<file path="config.mk">
export PLATFORM = sky130hd
export DESIGN_NAME = lstm_gate_scheduler
export DESIGN_NICKNAME = d
export VERILOG_FILES = /design/src/rtl/lstm_gate_scheduler.sv
export SDC_FILE = /design/constraint.sdc
export NUM_CORES = 1
export LEC_CHECK = 0
export ABC_AREA = 1
export CAP_MARGIN = 25
export CORE_MARGIN = 8
export CORE_UTILIZATION = 54
export CTS_BUF_LIST = sky130_fd_sc_hd__clkbuf_8
export DETAILED_ROUTE_END_ITERATION = 12
export MAX_ROUTING_LAYER = met4
export PLACE_DENSITY_LB_ADDON = 0.1
export SYNTH_ARGS = -nofsm -noshare
export SYNTH_HDL_FRONTEND = slang
export SYNTH_SLANG_ARGS = --single-unit
</file>
<file path="constraint.sdc">
create_clock -name clk -period 11.1 [get_ports clk]
set_input_delay 2.22 -clock clk [delete_from_list [all_inputs] [get_ports clk]]
set_output_delay 2.22 -clock clk [all_outputs]
set_load 0.02 [all_outputs]
</file>
<file path="src/rtl/lstm_gate_scheduler.sv">
// Time-shares one W*x + U*h datapath across the i/f/o/g gates of an LSTM cell, adds per-gate bias.
// Optional macro LSTM_SAT_EN: bias add saturates instead of wrapping.
module lstm_gate_scheduler #(
  parameter int DATA_WIDTH  = 16,
  parameter int FRACT_WIDTH = 8
) (
  input  logic                         clk,
  input  logic                         rst,
  input  logic                         in_valid,
  output logic                         in_ready,
  input  logic signed [DATA_WIDTH-1:0] in_x,
  input  logic signed [DATA_WIDTH-1:0] in_h,
  input  logic                         cfg_we,
  input  logic [1:0]                   cfg_gate,
  input  logic [1:0]                   cfg_sel,
  input  logic signed [DATA_WIDTH-1:0] cfg_data,
  output logic                         cfg_err,
  output logic signed [DATA_WIDTH-1:0] dp_w,
  output logic signed [DATA_WIDTH-1:0] dp_x,
  output logic signed [DATA_WIDTH-1:0] dp_u,
  output logic signed [DATA_WIDTH-1:0] dp_h,
  input  logic signed [DATA_WIDTH-1:0] dp_result,
  output logic signed [DATA_WIDTH-1:0] out_i,
  output logic signed [DATA_WIDTH-1:0] out_f,
  output logic signed [DATA_WIDTH-1:0] out_o,
  output logic signed [DATA_WIDTH-1:0] out_g,
  output logic                         out_valid,
  input  logic                         out_ready
);

  localparam logic signed [DATA_WIDTH-1:0] ONE     = DATA_WIDTH'(1) << FRACT_WIDTH;
  localparam logic signed [DATA_WIDTH-1:0] MAX_VAL = {1'b0, {(DATA_WIDTH-1){1'b1}}};
  localparam logic signed [DATA_WIDTH-1:0] MIN_VAL = {1'b1, {(DATA_WIDTH-1){1'b0}}};

  typedef enum logic [1:0] {IDLE, RUN, DONE} state_t;

  state_t state, state_nxt;
  logic [1:0] gcnt;
  logic signed [DATA_WIDTH-1:0] w_reg [4];
  logic signed [DATA_WIDTH-1:0] u_reg [4];
  logic signed [DATA_WIDTH-1:0] b_reg [4];
  logic signed [DATA_WIDTH-1:0] res   [4];
  logic signed [DATA_WIDTH-1:0] x_lat, h_lat;
  logic cfg_bad, cfg_ok;

  // One extra bit keeps the true sum; the top two bits disagree exactly on overflow.
  function automatic logic signed [DATA_WIDTH-1:0] bias_add(
    input logic signed [DATA_WIDTH-1:0] a,
    input logic signed [DATA_WIDTH-1:0] b
  );
    logic signed [DATA_WIDTH:0] sum;
    sum = {a[DATA_WIDTH-1], a} + {b[DATA_WIDTH-1], b};
`ifdef LSTM_SAT_EN
    if (sum[DATA_WIDTH] != sum[DATA_WIDTH-1])
      return sum[DATA_WIDTH] ? MIN_VAL : MAX_VAL;
`endif
    return sum[DATA_WIDTH-1:0];
  endfunction

  always_ff @(posedge clk or posedge rst) begin
    if (rst) state <= IDLE;
    else     state <= state_nxt;
  end

  always_comb begin
    state_nxt = state;
    case (state)
      IDLE:    if (in_valid) state_nxt = RUN;
      RUN:     if (gcnt == 2'd3) state_nxt = DONE;
      DONE:    if (out_ready) state_nxt = IDLE;
      default: state_nxt = IDLE;
    endcase
  end

  assign in_ready  = (state == IDLE);
  assign out_valid = (state == DONE);
  assign cfg_bad   = cfg_we && ((state == RUN) || (cfg_sel == 2'd3));
  assign cfg_ok    = cfg_we && !cfg_bad;

  always_comb begin
    dp_w = '0;
    dp_u = '0;
    dp_x = '0;
    dp_h = '0;
    if (state == RUN) begin
      dp_w = w_reg[gcnt];
      dp_u = u_reg[gcnt];
      dp_x = x_lat;
      dp_h = h_lat;
    end
  end

  // Sample latch, gate counter and per-gate result capture.
  always_ff @(posedge clk or posedge rst) begin
    if (rst) begin
      gcnt  <= '0;
      x_lat <= '0;
      h_lat <= '0;
      for (int k = 0; k < 4; k++) res[k] <= '0;
    end else begin
      if (state == IDLE && in_valid) begin
        x_lat <= in_x;
        h_lat <= in_h;
        gcnt  <= '0;
      end else if (state == RUN) begin
        res[gcnt] <= bias_add(dp_result, b_reg[gcnt]);
        gcnt      <= gcnt + 2'd1;
      end
    end
  end

  // Register file; writes from RUN are dropped so an in-flight sample sees stable weights.
  always_ff @(posedge clk or posedge rst) begin
    if (rst) begin
      cfg_err <= 1'b0;
      for (int k = 0; k < 4; k++) begin
        w_reg[k] <= ONE;
        u_reg[k] <= ONE;
        b_reg[k] <= '0;
      end
    end else begin
      cfg_err <= cfg_bad;
      if (cfg_ok) begin
        case (cfg_sel)
          2'd0:    w_reg[cfg_gate] <= cfg_data;
          2'd1:    u_reg[cfg_gate] <= cfg_data;
          default: b_reg[cfg_gate] <= cfg_data;
        endcase
      end
    end
  end

  assign out_i = res[0];
  assign out_f = res[1];
  assign out_o = res[2];
  assign out_g = res[3];

endmodule

</file>
; Word-level counts from Yosys, hierarchy flattened
; Index checks and enable logic that the tools add are counted.
[classes]
addsub = 2
n_mul = 0
n_div = 0
n_lt_le_gt_ge = 4
n_eq_ne = 8
n_shift = 0
n_mux = 27
bitwise = 4
n_reduce_logical = 16
[op_table]
columns = cell, n
row1 = $bwmux 64, 4
row2 = $mux 16, 12
row3 = $bmux 16 s2, 3
row4 = $demux 16 s2, 2
row5 = $add 16x16->16, 1
row6 = $mux 2, 5
row7 = $reduce_and 2->1, 4
row8 = $eq 2x2->1 const B, 3
row9 = $ge 3x3->1 const B, 2
row10 = $lt 3x1->1 const B, 2
row11 = $not 2->3, 2
row12 = $pmux 2 s3, 1
row13 = $logic_and 1x1->1, 5
row14 = $eq 2x1->1 const B, 2
row15 = $logic_not 2->1, 2
row16 = $ne 2x2->1 const B, 2
row17 = $reduce_and 3->1, 1
row18 = $add 2x1->2 const B, 1
row19 = $ne 2x1->1 const B, 1
row20 = $not 1->1, 2
row21 = $reduce_bool 2->1, 1
row22 = $reduce_or 2->1, 1
row23 = $logic_not 1->1, 1
row24 = $logic_or 1x1->1, 1
[word_totals]
register_bits = 293
latchBits = 0
ram_bits = 0
romBits = 0
inputBits = 73
out_inout_bits = 131
memories = 0

; Logic depth before layout (Yosys ltp)
[logic_depth]
depth_word = 6
depth_mapped = 17
depth_no_buf = 15

; Least setup slack after synthesis
; Ideal clock, no wire load.
[synth_path]
path_type = register to output
startpoint = register gcnt[0]
endpoint = output dp_u[10]
arrival_time_ns = 1.477
path_slack_ns = 7.403
path_stages_with_launch = 7
n_path_buf = 3
path_cell_list = dfrtp_1 buf_2 buf_2 buf_1 a21oi_1 o21ai_0 a21oi_1
[synth_between]
elab_chain_cells = 5
[synth_lines]
columns = item, line_no
row1 = start: declaration, 38  ; logic [1:0] gcnt;
row2 = start signal: assignment, 107  ; gcnt <= gcnt + 2'd1;
row3 = $not 2->3 (not written as such), 87  ; dp_u = u_reg[gcnt];
row4 = $bmux 16 s2, 87
row5 = $mux 16 (not written as such) (2 in series), 87
row6 = $mux 16, 85  ; if (state == RUN) begin
row7 = end: declaration, 20  ; output logic signed [DATA_WIDTH-1:0] dp_u,
; Every way passes these cells. The select of a mux whose other input is x is not followed.

; Final worst setup path
[layout_path]
startpoint = register gcnt[0]
endpoint = output dp_u[5]
; Same word-level chain as after synthesis.

==> results summary <==
The flow ran to the end, and the final reports show no timing, DRC or antenna violations. The number of instances in the synthesized netlist came out at 1779. The setup path with the least slack is of type register to output port. The worst setup skew after layout came out at 0.02979 ns. The worst path required time came out at 8.88 ns. The worst register-to-register path begins at gcnt[0]$_DFFE_PP0P_. In this run the critical register-to-register path is captured at out_i[4]$_DFFE_PP0P_. The remaining global-route overflow is 0.

The adder-cell share of the synthesized area came out at 1.838%. In this run the clock root is driven by a clkbuf_8. The netlist area before placement came out at 14020 sq um. The xor-xnor portion of the synthesized cell area is 0.1874%. The cell with the biggest individual delay on the critical path is dfrtp_4. Routability-driven placement finished with a final weighted congestion of 0.8557. The routed design could run at a clock period as short as 5.370 ns.

The fraction of layout cells with a size suffix above 1 came out at 6.085%. The die outline area is 31380 sq um. The power per standard cell area came out at 320.4 nW/um^2. The total clock buffers created by CTS came out at 49. The worst pin sits at a relative slew slack of 29.05%.

The maximum level of the CTS H-tree came out at 2. Detailed placement finished with a half-perimeter wire length of 25200 um. After global routing, the most crowded layer is met2. Setup repair after global routing left no endpoint under its margin. The initial antenna violation count is 0. The number of top-level pins came out at 204. After synthesis, the largest family of logic cells by area is simple AND/OR/NAND/NOR gates. The clock edge transition at the registers on the reported setup and hold paths is 0.06 ns.

The proportion of synthesized chip area in sequential cells is 52.36%. The number of global-route vias before repair came out at 11910. The proportion of synthesized area in mux cells is 0%. The total of buffers placed on input and output ports came out at 203.

The number of sinks handled by clock tree synthesis came out at 293. The layout overhead on the synthesized area came out at 22.09%. The net count of the finished layout came out at 2025.

The final number of max-transition violations was 0. The share of the core filled with cells came out at 66.45%. In this run, the number of DRC markers left after iteration 0 of detailed routing was 1143. The final clock period utilization by the worst path is 48.38%.

The top fanout value on the critical path is 57. For the worst setup path, the data arrival time is 3.15 ns. In this run the worst setup path terminates at dp_u[5]. The compound-cell area share of the yosys netlist came out at 16.48%. The number of nets handed over by synthesis was 1872. The number of antenna diodes in the final layout is 0. The wire length of the first global-routing pass is 61990 um. The slew at the pin closest to its max-slew limit came out at 1.064 ns. The path class of the lowest-slack min-delay path is register to register.

Adding up every negative setup slack in the final design gives 0 ns. The post-CTS setup repair buffer count is 0. By area the synthesized netlist is led by dfrtp_1 51%, nand2_1 15%, o21ai_0 11%.

The simple-gate area share of the yosys netlist came out at 20.99%. The remaining design rule violation count is 0. The worst reg2reg path depth came out at 12.

The most area-hungry cell type in the Yosys netlist is dfrtp_1. Measured along the y axis, the die boundary spans 177.1 um. The count of unique library cells instantiated by Yosys came out at 35.

The static leakage came out at 8.308 nW. The number of optimization iterations in the first detailed-route pass is 5. The hold-fix buffer count after cts came out at 0. The final routed wire length divided by cell count is 16.68 um.

Across all register-to-register paths, the minimum setup slack is 7.35 ns. Entering global routing, the biggest net connects 189 pins. The global routing met3 resource utilization came out at 4.011%. The delay of the slowest cell on the worst path came out at 0.68 ns. Row generation in the floorplan step produced 59 rows. The total track usage came out at 24.95%.

The total number of vias came out at 12240. Global routing used 38.69% of the available met2 tracks. The kind of end point of the critical path is an output port. The insertion delay to the later sink of the worst-skew pair is 0.57 ns. The number of max-cap violations came out at 0. The final-report setup violation count is 0. The mean cell area of the mapped netlist is 7.882 sq um. The type of origin of the critical path is a register. The final hold violation count is 0. The launching instance or port of the critical path is gcnt[0]$_DFFE_PP0P_. The maximum buffer depth of the clock tree is 3. The worst vdd rail ir drop is 0.1667 mV. In this run the standard cell core region covers 25760 sq um. Static timing analysis puts the maximum clock frequency at 0.1862 GHz. The starting utilization of the core area came out at 54.43%. The number of resized instances in the post-cts repair step is 0.

In this run the biggest area consumer among cell types represents 50.86% of the synthesized area. The die boundary width is 177.1 um. TritonCTS built the clock tree.

The post-route antenna net violation count is 0. The final wirelength is 38490 um. The detail-routed via count per cell is 5.307. After synthesis the netlist holds a flip-flop and latch count of 293. For this run, the number of Yosys warnings is 0.

Walking the worst path, the cells encountered are inv_2 > buf_4 > o21ai_0 > a21oi_1 > clkdlybuf4s50_1. The met1 capacity usage during global routing is 33.54%.
-- cell families (layout without fill, tap and decap cells) --
family          Yosys count  count (layout)
compound gates          450             450
flops                   293             293
buf+inv                 289             482
xor+xnor                  3               3
simple gates            724             724
fa+ha+maj                20              20
-- per-layer routing --
| metal | wire [um] | vias to the layer above |
|---|---|---|
| li1 | - | 5993 |
| met3 | 2489 | 58 |
| met2 | 17730 | 423 |
| met1 | 17460 | 5770 |
| met5 | 0 | - |
| met4 | 805 | 0 |
-- stage by stage --
stage | std cells | setup slack [ns] | area (sq um) | hold WS [ns] | total power [W]
global route | 2307 | 5.464 | 17120 | 0.4897 | 0.005916
finish | 2307 | 5.730 | 17120 | 0.4749 | 0.005486
global placement | 2214 | 6.363 | 16110 | 0.4564 | 0.004484
detailed placement | 2215 | 6.335 | 16120 | 0.4645 | 0.004555
floorplan | 1779 | 0.8025 | 14020 | 0.4501 | 0.003529
CTS | 2306 | 5.736 | 17110 | 0.4758 | 0.005513
-- where the power goes --
| group | internal, W | leakage, nW | switching (W) |
|---|---|---|---|
| logic | 0.00103 | 4.15 | 0.00170 |
| registers | 0.00158 | 3.58 | 0.000238 |
| clock network | 0.000504 | 0.581 | 0.000435 |
-- worst min path at each step --
stage,startpoint,endpoint,depth (start not counted)
after detailed placement,out_o[11]$_DFFE_PP0P_,out_o[11]$_DFFE_PP0P_,2
after global placement,out_g[2]$_DFFE_PP0P_,out_g[2]$_DFFE_PP0P_,2
final,w_reg[24]$_DFFE_PP1P_,w_reg[24]$_DFFE_PP1P_,2
after CTS,w_reg[24]$_DFFE_PP1P_,w_reg[24]$_DFFE_PP1P_,2
after global routing,w_reg[56]$_DFFE_PP1P_,w_reg[56]$_DFFE_PP1P_,2
after floorplan,u_reg[8]$_DFFE_PP1P_,u_reg[8]$_DFFE_PP1P_,2
-- worst max-delay path: cells and delay by family (launching register included) --
kind                   cells  cell delay (ns)
flip-flops                 1             0.68
buffers and inverters      3             1.51
AO/OA/AOI/OAI              2             0.34
-- synthesized netlist by cell type --
cell	number
nand3_4	1
inv_2	3
nand2_1	574
o211ai_1	15
nand3b_1	3
o21ai_0	322
buf_6	1
o21ai_4	1
nor3_1	3
o21ai_1	7
nor2_2	3
clkbuf_1	69
and2_1	1
inv_1	168
nor2_1	63
clkinv_1	1
nor2_4	8
nand3_1	58
buf_1	13
nand2_4	3
a21oi_1	102
a32oi_1	1
or2_2	4
xnor2_1	3
fa_1	1
buf_2	30
o31ai_1	1
a22o_1	1
buf_4	3
dfrtp_1	285
clkbuf_2	1
nand4_1	2
nor2_8	1
ha_1	19
dfstp_2	8
-- cell usage in the layout (no fill, tap or decap), types with 19 or more instances in the layout --
cell               n
clkbuf_8          62
nand3_1           58
clkdlybuf4s50_1  203
inv_1            189
ha_1              19
o21ai_0          322
nor2_1            63
a21oi_1          102
dfrtp_1          284
nand2_1          574
-- area by class of cell --
type | instances | area, sq um
Multi-Input combinational cell | 1197 | 5538
Clock buffer | 62 | 853.3
Clock inverter | 29 | 131.4
Fill cell | 2238 | 8643
Sequential cell | 293 | 7346
Tap cell | 335 | 419.2
Inverter | 172 | 653.1
Timing Repair Buffer | 219 | 2180
Note: power is estimated with default switching activity, not from simulation.
